`src/rtl/fp_result_queue.sv`:
```
// ---------------------------------------------------------------------------
// fp_result_queue
//
// Output buffer for a reciprocal pipeline that cannot stall. Every result the
// pipeline produces ({binary32 result, 5 exception flags}) is captured into a
// FIFO. The FIFO is drained through a ready/valid port with first-word
// fall-through.
//
// The block also counts operations that are in flight inside the pipeline.
// issue_ok is raised only when a FIFO slot is guaranteed for every queued and
// in-flight result. Exception flags of accepted results are ORed into a sticky
// status register until it is cleared.
//
// Ports
//   clk, rst       clock; synchronous active-high reset
//   issue_valid    issuer starts an operation this cycle (always counted)
//   issue_ok       issuer may start an operation (registered state only)
//   res_valid      pipeline result strobe
//   res_data       pipeline result (binary32)
//   res_flags      {overflow, underflow, inexact, invalid, div_by_zero}
//   out_valid      head entry available
//   out_ready      consumer accepts head
//   out_data       head result
//   out_flags      head flags
//   count          FIFO occupancy
//   sticky_flags   OR of flags of all accepted results since clear/reset
//   clear_flags    one-cycle pulse clears sticky_flags
//   overrun_error  sticky error: dropped result or inflight under/overflow
//
// Handshake: the head entry transfers on any rising clk edge where
// out_valid && out_ready are both high. out_valid does not depend on
// out_ready. While out_valid is high and out_ready is low, out_data and
// out_flags hold their values. There is no backpressure toward the pipeline.
// A result that arrives when the FIFO is full and no pop happens that cycle
// is dropped and flagged.
// ---------------------------------------------------------------------------
module fp_result_queue #(
    parameter int DEPTH        = 8,
    parameter int MAX_INFLIGHT = 16
) (
    input  logic                         clk,
    input  logic                         rst,
    input  logic                         issue_valid,
    output logic                         issue_ok,
    input  logic                         res_valid,
    input  logic [31:0]                  res_data,
    input  logic [4:0]                   res_flags,
    output logic                         out_valid,
    input  logic                         out_ready,
    output logic [31:0]                  out_data,
    output logic [4:0]                   out_flags,
    output logic [$clog2(DEPTH+1)-1:0]   count,
    output logic [4:0]                   sticky_flags,
    input  logic                         clear_flags,
    output logic                         overrun_error
);

    localparam int CW = $clog2(DEPTH + 1);
    localparam int PW = $clog2(DEPTH);
    localparam int IW = $clog2(MAX_INFLIGHT + 1);
    // The sum width covers both counters plus a carry bit.
    localparam int SW = ((IW > CW) ? IW : CW) + 1;
    localparam int EW = 37;

    // ------------------------------------------------------------------
    // State
    // ------------------------------------------------------------------
    logic [EW-1:0] mem [DEPTH];
    logic [PW-1:0] rd_ptr_q, wr_ptr_q;
    logic [CW-1:0] count_q;
    logic [IW-1:0] inflight_q;
    logic [4:0]    sticky_q;
    logic          overrun_q;

    // ------------------------------------------------------------------
    // Next-state values
    // ------------------------------------------------------------------
    logic          pop, push, drop;
    logic          full;
    logic [PW-1:0] rd_ptr_d, wr_ptr_d;
    logic [CW-1:0] count_d;
    logic [IW-1:0] inflight_d;
    logic          inflight_err;
    logic [4:0]    new_flags;
    logic [4:0]    sticky_d;
    logic [SW-1:0] committed;

    always_comb begin
        full = (count_q == CW'(DEPTH));
        pop  = out_valid && out_ready;
        // A full FIFO can still accept a push when the head leaves this cycle.
        push = res_valid && (!full || pop);
        drop = res_valid && !push;
    end

    // Pointer advance with wrap at DEPTH-1. DEPTH need not be a power of two.
    always_comb begin
        rd_ptr_d = rd_ptr_q;
        wr_ptr_d = wr_ptr_q;
        if (pop) begin
            rd_ptr_d = (rd_ptr_q == PW'(DEPTH - 1)) ? '0 : rd_ptr_q + PW'(1);
        end
        if (push) begin
            wr_ptr_d = (wr_ptr_q == PW'(DEPTH - 1)) ? '0 : wr_ptr_q + PW'(1);
        end
    end

    always_comb begin
        count_d = count_q;
        unique case ({push, pop})
            2'b10:   count_d = count_q + CW'(1);
            2'b01:   count_d = count_q - CW'(1);
            default: count_d = count_q;
        endcase
    end

    // In-flight tracking. A simultaneous issue and result cancel out.
    // Underflow (result with nothing in flight) and overflow (issue at
    // capacity) both hold the counter and raise the error.
    always_comb begin
        inflight_d   = inflight_q;
        inflight_err = 1'b0;
        unique case ({issue_valid, res_valid})
            2'b10: begin
                if (inflight_q == IW'(MAX_INFLIGHT)) begin
                    inflight_err = 1'b1;
                end else begin
                    inflight_d = inflight_q + IW'(1);
                end
            end
            2'b01: begin
                if (inflight_q == '0) begin
                    inflight_err = 1'b1;
                end else begin
                    inflight_d = inflight_q - IW'(1);
                end
            end
            default: inflight_d = inflight_q;
        endcase
    end

    // Sticky flags: a clear in the same cycle as a push keeps the flags of
    // the new entry. A dropped result never contributes.
    always_comb begin
        new_flags = push ? res_flags : 5'b0;
        sticky_d  = clear_flags ? new_flags : (sticky_q | new_flags);
    end

    // ------------------------------------------------------------------
    // Registers
    // ------------------------------------------------------------------
    always_ff @(posedge clk) begin
        if (rst) begin
            rd_ptr_q   <= '0;
            wr_ptr_q   <= '0;
            count_q    <= '0;
            inflight_q <= '0;
            sticky_q   <= '0;
            overrun_q  <= 1'b0;
        end else begin
            rd_ptr_q   <= rd_ptr_d;
            wr_ptr_q   <= wr_ptr_d;
            count_q    <= count_d;
            inflight_q <= inflight_d;
            sticky_q   <= sticky_d;
            if (drop || inflight_err) begin
                overrun_q <= 1'b1;
            end
        end
    end

    // Storage is left uninitialised by reset. Only the occupancy decides
    // whether an entry is meaningful.
    always_ff @(posedge clk) begin
        if (!rst && push) begin
            mem[wr_ptr_q] <= {res_data, res_flags};
        end
    end

    // ------------------------------------------------------------------
    // Outputs
    // ------------------------------------------------------------------
    always_comb begin
        // Registered values only, so there is no combinational path from
        // issue_valid or res_valid to issue_ok.
        committed = SW'(count_q) + SW'(inflight_q);
        issue_ok  = (committed < SW'(DEPTH));
    end

    assign out_valid     = (count_q != '0);
    assign out_data      = mem[rd_ptr_q][EW-1:5];
    assign out_flags     = mem[rd_ptr_q][4:0];
    assign count         = count_q;
    assign sticky_flags  = sticky_q;
    assign overrun_error = overrun_q;

endmodule
```
`config.mk`:
```
export PLATFORM = sky130hd
export DESIGN_NAME = fp_result_queue
export DESIGN_NICKNAME = d
export VERILOG_FILES = /design/src/rtl/fp_result_queue.sv
export SDC_FILE = /design/constraint.sdc
export NUM_CORES = 1
export LEC_CHECK = 0
export CAP_MARGIN = 20
export CORE_UTILIZATION = 40
export DETAILED_ROUTE_END_ITERATION = 10
export HOLD_SLACK_MARGIN = 0.1
export PLACE_DENSITY = 0.54
export SLEW_MARGIN = 20
export SYNTH_ARGS = -nofsm -noshare
export SYNTH_HDL_FRONTEND = slang
export SYNTH_SLANG_ARGS = --single-unit
export TNS_END_PERCENT = 10
```
`constraint.sdc`:
```
create_clock -name clk -period 10.4 [get_ports clk]
set_clock_uncertainty 0.15 [all_clocks]
set_input_delay 2.6 -clock clk [delete_from_list [all_inputs] [get_ports clk]]
set_output_delay 2.6 -clock clk [all_outputs]
set_load 0.005 [all_outputs]
```
# Word-level counts from Yosys, hierarchy flattened
# Memory sizes are Yosys's and may differ from the RTL's. A register that Yosys moved wholly into a read port is not among the register bits.
# Cells that the tools add are included.
# op_classes
n_lt_le_gt_ge,1
bitwise,1
addsub,7
mux,15
n_reduce_logical,14
eq_ne,10
# op_table
op,count
$mux W5,4
$mux W3,4
$pmux W5 S2,1
$pmux W4 S2,1
$add A3 B1 Y3 const B,2
$add A4 B5 Y6,1
$eq A3 B3 Y1 const B,2
$lt A6 B4 Y1 const B,1
$add A5 B1 Y5 const B,1
$eq A5 B5 Y1 const B,1
$logic_not A5 Y1,1
$or A5 B5 Y5,1
$sub A5 B1 Y5 const B,1
$add A4 B1 Y4 const B,1
$eq A2 B1 Y1 const B,2
$eq A2 B2 Y1 const B,2
$eq A4 B4 Y1 const B,1
$logic_and A1 B1 Y1,4
$mux W1,4
$ne A2 B2 Y1 const B,2
$reduce_bool A2 Y1,2
$reduce_bool A4 Y1,1
$sub A4 B1 Y4 const B,1
$logic_not A1 Y1,3
other kinds (3),4
# totals
mem_bits_rw,296
register_bits,21
wordCells,55
out_inout_bits,49
n_memories,1
# mem_list
memory,words,word_bits,read_ports,rd_ports_with_merged_regs,write_ports,line_no,rtl
mem,8,37,1,1,1,68,logic [EW-1:0] mem [DEPTH];

# Depth between registers and ports, before layout
# logic_depth
depth_word,7
mapped_depth,9
ltp_nobuf,9

# Least setup slack after synthesis
# OpenSTA, ideal clock, no wires.
# synth_path
path_kind,input to register
from,in out_ready
to,"mem mem[0][0], enable pin"
stages,3
arrival_time_ps,6752
n_path_buf,0
path_slack_ps,2961
t_required_ps,9713
setup_time_ps,537
cell_sequence,nand2b_1 > o21ai_2 > nor4b_1
# synth_via
elab_chain_cells,6
# synth_lines
element,line_no,rtl
from (decl),49,"input logic out_ready,"
$logic_and A1 B1 Y1,90,pop = out_valid && out_ready;
$logic_or A1 B1 Y1,92,push = res_valid && (!full || pop);
$logic_and A1 B1 Y1,92,
$logic_and A1 B1 Y1,175,if (!rst && push) begin
$mux W1,175,
$mux W1 (implied by the code),176,"mem[wr_ptr_q] <= {res_data, res_flags};"
to (decl),68,
# Every way passes these cells.

==> impl_metrics.py <==
metrics = {
    "floorplan": {
        "core_um2": 30600,
        "chipWidth_um": 178,
        "initial_core_util_pct": 40.6,
        "placementRows": 64,
        "dieArea_um2": 31800,
        "num_io_pins": 92,
        "die_y_um": 178,
    },
    "detailed_routing": {
        "vias": 5998,
        "first_pass_iters": 4,
        "drcViolationCount": 0,
        "routedWlPerCell_um": 22.3,
        "vias_per_cell": 5.33,
        "drt_iter0_markers": 430,
        "drtAntennaViolNets": 0,
        "wl_um": 25100,
    },
    "clock_tree": {
        "tritoncts": "done",
        "cts_made_buffers": 35,
        "clock-sinks": 320,
        "cts_hold_buffers": 0,
        "clkTransAtPathRegs_ns": 0.06,
        "clk_latency_ns": 0.51,
        "cts-htree-levels": 2,
        "cts-root-buf": "clkbuf_16",
        "post-cts-setup-buffer-count": 0,
        "clk_path_buf_depth": 3,
        "cts_resized": 0,
    },
    "setup_path": {
        "cp_max_fo": 50,
        "crit_arrival_ns": 3.23,
        "critPathLaunchType": "flip-flop",
        "cp_data_required_time_ns": 7.65,
        "worstRegToRegCells": 6,
        "cp-end-kind": "primary output",
        "crit_type": "reg2out",
    },
    "power": {
        "power_density_nw_per_um2": 219,
        "p_sw_w": 0.000782,
        "power_frac_clock_pct": 35.2,
        "combPwrFrac_pct": 18.7,
        "p_leak_nw": 4.79,
        "ir_drop_mv": 0.126,
        "p_sw_share_pct": 23.8,
        "seqPwrFrac_pct": 46.1,
        "p_int_w": 0.00250,
    },
    "global_routing": {
        "track_usage_pct": 16.4,
        "grt_start_max_net_pins": 51,
        "overflow": 0,
        "grt_pass1_vias": 6519,
        "grt_pass1_wl_um": 38200,
        "antenna_found_initial": 0,
    },
    "timing": {
        "rsz0062_at_grt": "false",
        "slew_headroom_pct": 50.1,
        "period_minus_slack_ns": 5.98,
        "finalSetupViolCount": 0,
        "layout_setup_ws_ns": 4.42,
        "final.period_utilization_pct": 57.5,
        "hold_violations": 0,
        "finalSetupTns_ns": 0,
        "finalMaxSlewViolations": 0,
        "max_freq_mhz": 167,
        "worstMarginPinSlew_ns": 0.749,
    },
    "place": {
        "port_buffers": 91,
        "preCtsSetupSlack_ns": 4.54,
        "hpwl_um": 14200,
        "place_congestion": 0.740,
    },
    "synthesis": {
        "synth_area_per_cell_um2": 21.3,
        "synthArstFlopShare_pct": 0,
        "synth-seq-cells": 320,
        "yosysSeqAreaShare_pct": 75.4,
        "synth_fp_nets": 641,
        "yosys.cell_types.count": 38,
        "yosys_warnings": 0,
        "yosys_most_used_dff": "edfxtp_1",
        "synth_area_um2": 12400,
        "synth_edf_count": 296,
        "syn_inst": 582,
    },
    "outcome": {
        "outcome": "completed",
    },
    "final_layout": {
        "seq_area_um2": 9380,
        "multi_input_area_um2": 2960,
        "fill_cells": 2501,
        "final_common_cell": "edfxtp_1",
        "syn_to_final_growth_pct": 20.9,
        "layout_common_cells": "edfxtp_1 (296), clkdlybuf4s50_1 (91), mux4_2 (74), mux2_2 (37), clkbuf_16 (36)",
        "layout-drive-gt1-share_pct": 26.4,
        "diodes": 0,
        "fin_nets": 762,
    },
    "run": {
        "maxCapViolCount": 0,
    },
    "hold_path": {
        "hold_class": "reg2reg",
        "holdPathStages": 2,
    },
}
-- synthesized netlist by cell type (all sizes together), types with 2 or more instances --
cell type / number / area [um2]
edfxtp: 296 / 8890
mux4: 74 / 1670
mux2: 37 / 417
nor2: 27 / 104
dfxtp: 24 / 480
a21oi: 16 / 80.1
buf: 15 / 73.8
ha: 14 / 175
nand2: 10 / 37.5
clkbuf: 9 / 33.8
nor3: 9 / 45.0
inv: 8 / 30.0
nor2b: 6 / 37.5
mux2i: 5 / 50.1
xnor2: 5 / 43.8
or4: 3 / 22.5
a211oi: 2 / 15.0
a21o: 2 / 15.0
fa: 2 / 40.0
nand3b: 2 / 15.0
o21a: 2 / 15.0
o41ai: 2 / 25.0
-- per-layer routing --
| metal | up-vias | track usage, % | part of all wire (%) |
|---|---|---|---|
| met3 | 42 | 2.66 | 4.1 |
| met5 | - | 0 | 0 |
| met2 | 147 | 28.2 | 50 |
| li1 | 2640 | - | - |
| met1 | 3169 | 21.4 | 43 |
| met4 | 0 | 5.01 | 2.1 |
-- power by group through the flow --
stage | sequential (W) | clock, W | combinational (W)
4_1_cts | 0.00152 | 0.00119 | 0.000629
3_5_place_dp | 0.00154 | 0 | 0.000624
3_3_place_gp | 0.00155 | 0 | 0.000603
2_1_floorplan | 0.00150 | 0 | 0.000419
6_report | 0.00151 | 0.00116 | 0.000615
5_1_grt | 0.00152 | 0.00123 | 0.000673
-- cells by family after synthesis --
kind of cell,share of synthesized area (%)
simple gates,2.51
compound gates,1.62
xor+xnor,0.423
buf+inv,1.11
fa+ha+maj,1.73
flops,75.4
mux,17.2
-- critical path, cell delays in order, from the launching register on --
cell	delay, ns
dfxtp_4	0.68
buf_6	0.62
mux4_2	0.59
mux2_2	0.28
clkdlybuf4s50_1	0.50
-- registers in the layout, summed over array words and instances, names as in the netlist, named ones only --
name and count:
inflight_q 5, rd_ptr_q 3, sticky_flags 5, overrun_error 1
mem 296, count 4, wr_ptr_q 3
-- per-stage QoR --
| step | total power, W | cells | utilization (%) | area [um2] | hold WS [ns] |
|---|---|---|---|---|---|
| finish | 0.00328 | 1126 | 49.1 | 15000 | 0.353 |
| detailed placement | 0.00217 | 1062 | 45.5 | 13900 | 0.328 |
| floorplan | 0.00192 | 582 | - | 12400 | 0.310 |
| global route | 0.00343 | 1126 | 49.1 | 15000 | 0.367 |
| CTS | 0.00333 | 1126 | 49.1 | 15000 | 0.351 |
| global placement | 0.00216 | 1061 | 45.4 | 13900 | 0.326 |
-- cell type report --
| class | count | area share [%] |
|---|---|---|
| Sequential cell | 320 | 62.5 |
| Multi-Input combinational cell | 230 | 19.7 |
| Timing Repair Buffer | 108 | 7.07 |
| Clock buffer | 47 | 6.41 |
| Tap cell | 396 | 3.30 |
| Clock inverter | 17 | 0.825 |
| Inverter | 8 | 0.200 |
-- path summary, 6_finish.rpt --
| check | start | end | slack (ns) |
|---|---|---|---|
| worst max-delay path | flip-flop | out_data[31] | 4.42 |
| worst max register to register | count[0] | mem[6][17] | 7.38 |
| worst min-delay path | overrun_error | overrun_error | 0.35 |
| worst min register to register | overrun_error | overrun_error | 0.35 |
(Power assumes the default switching activity.)
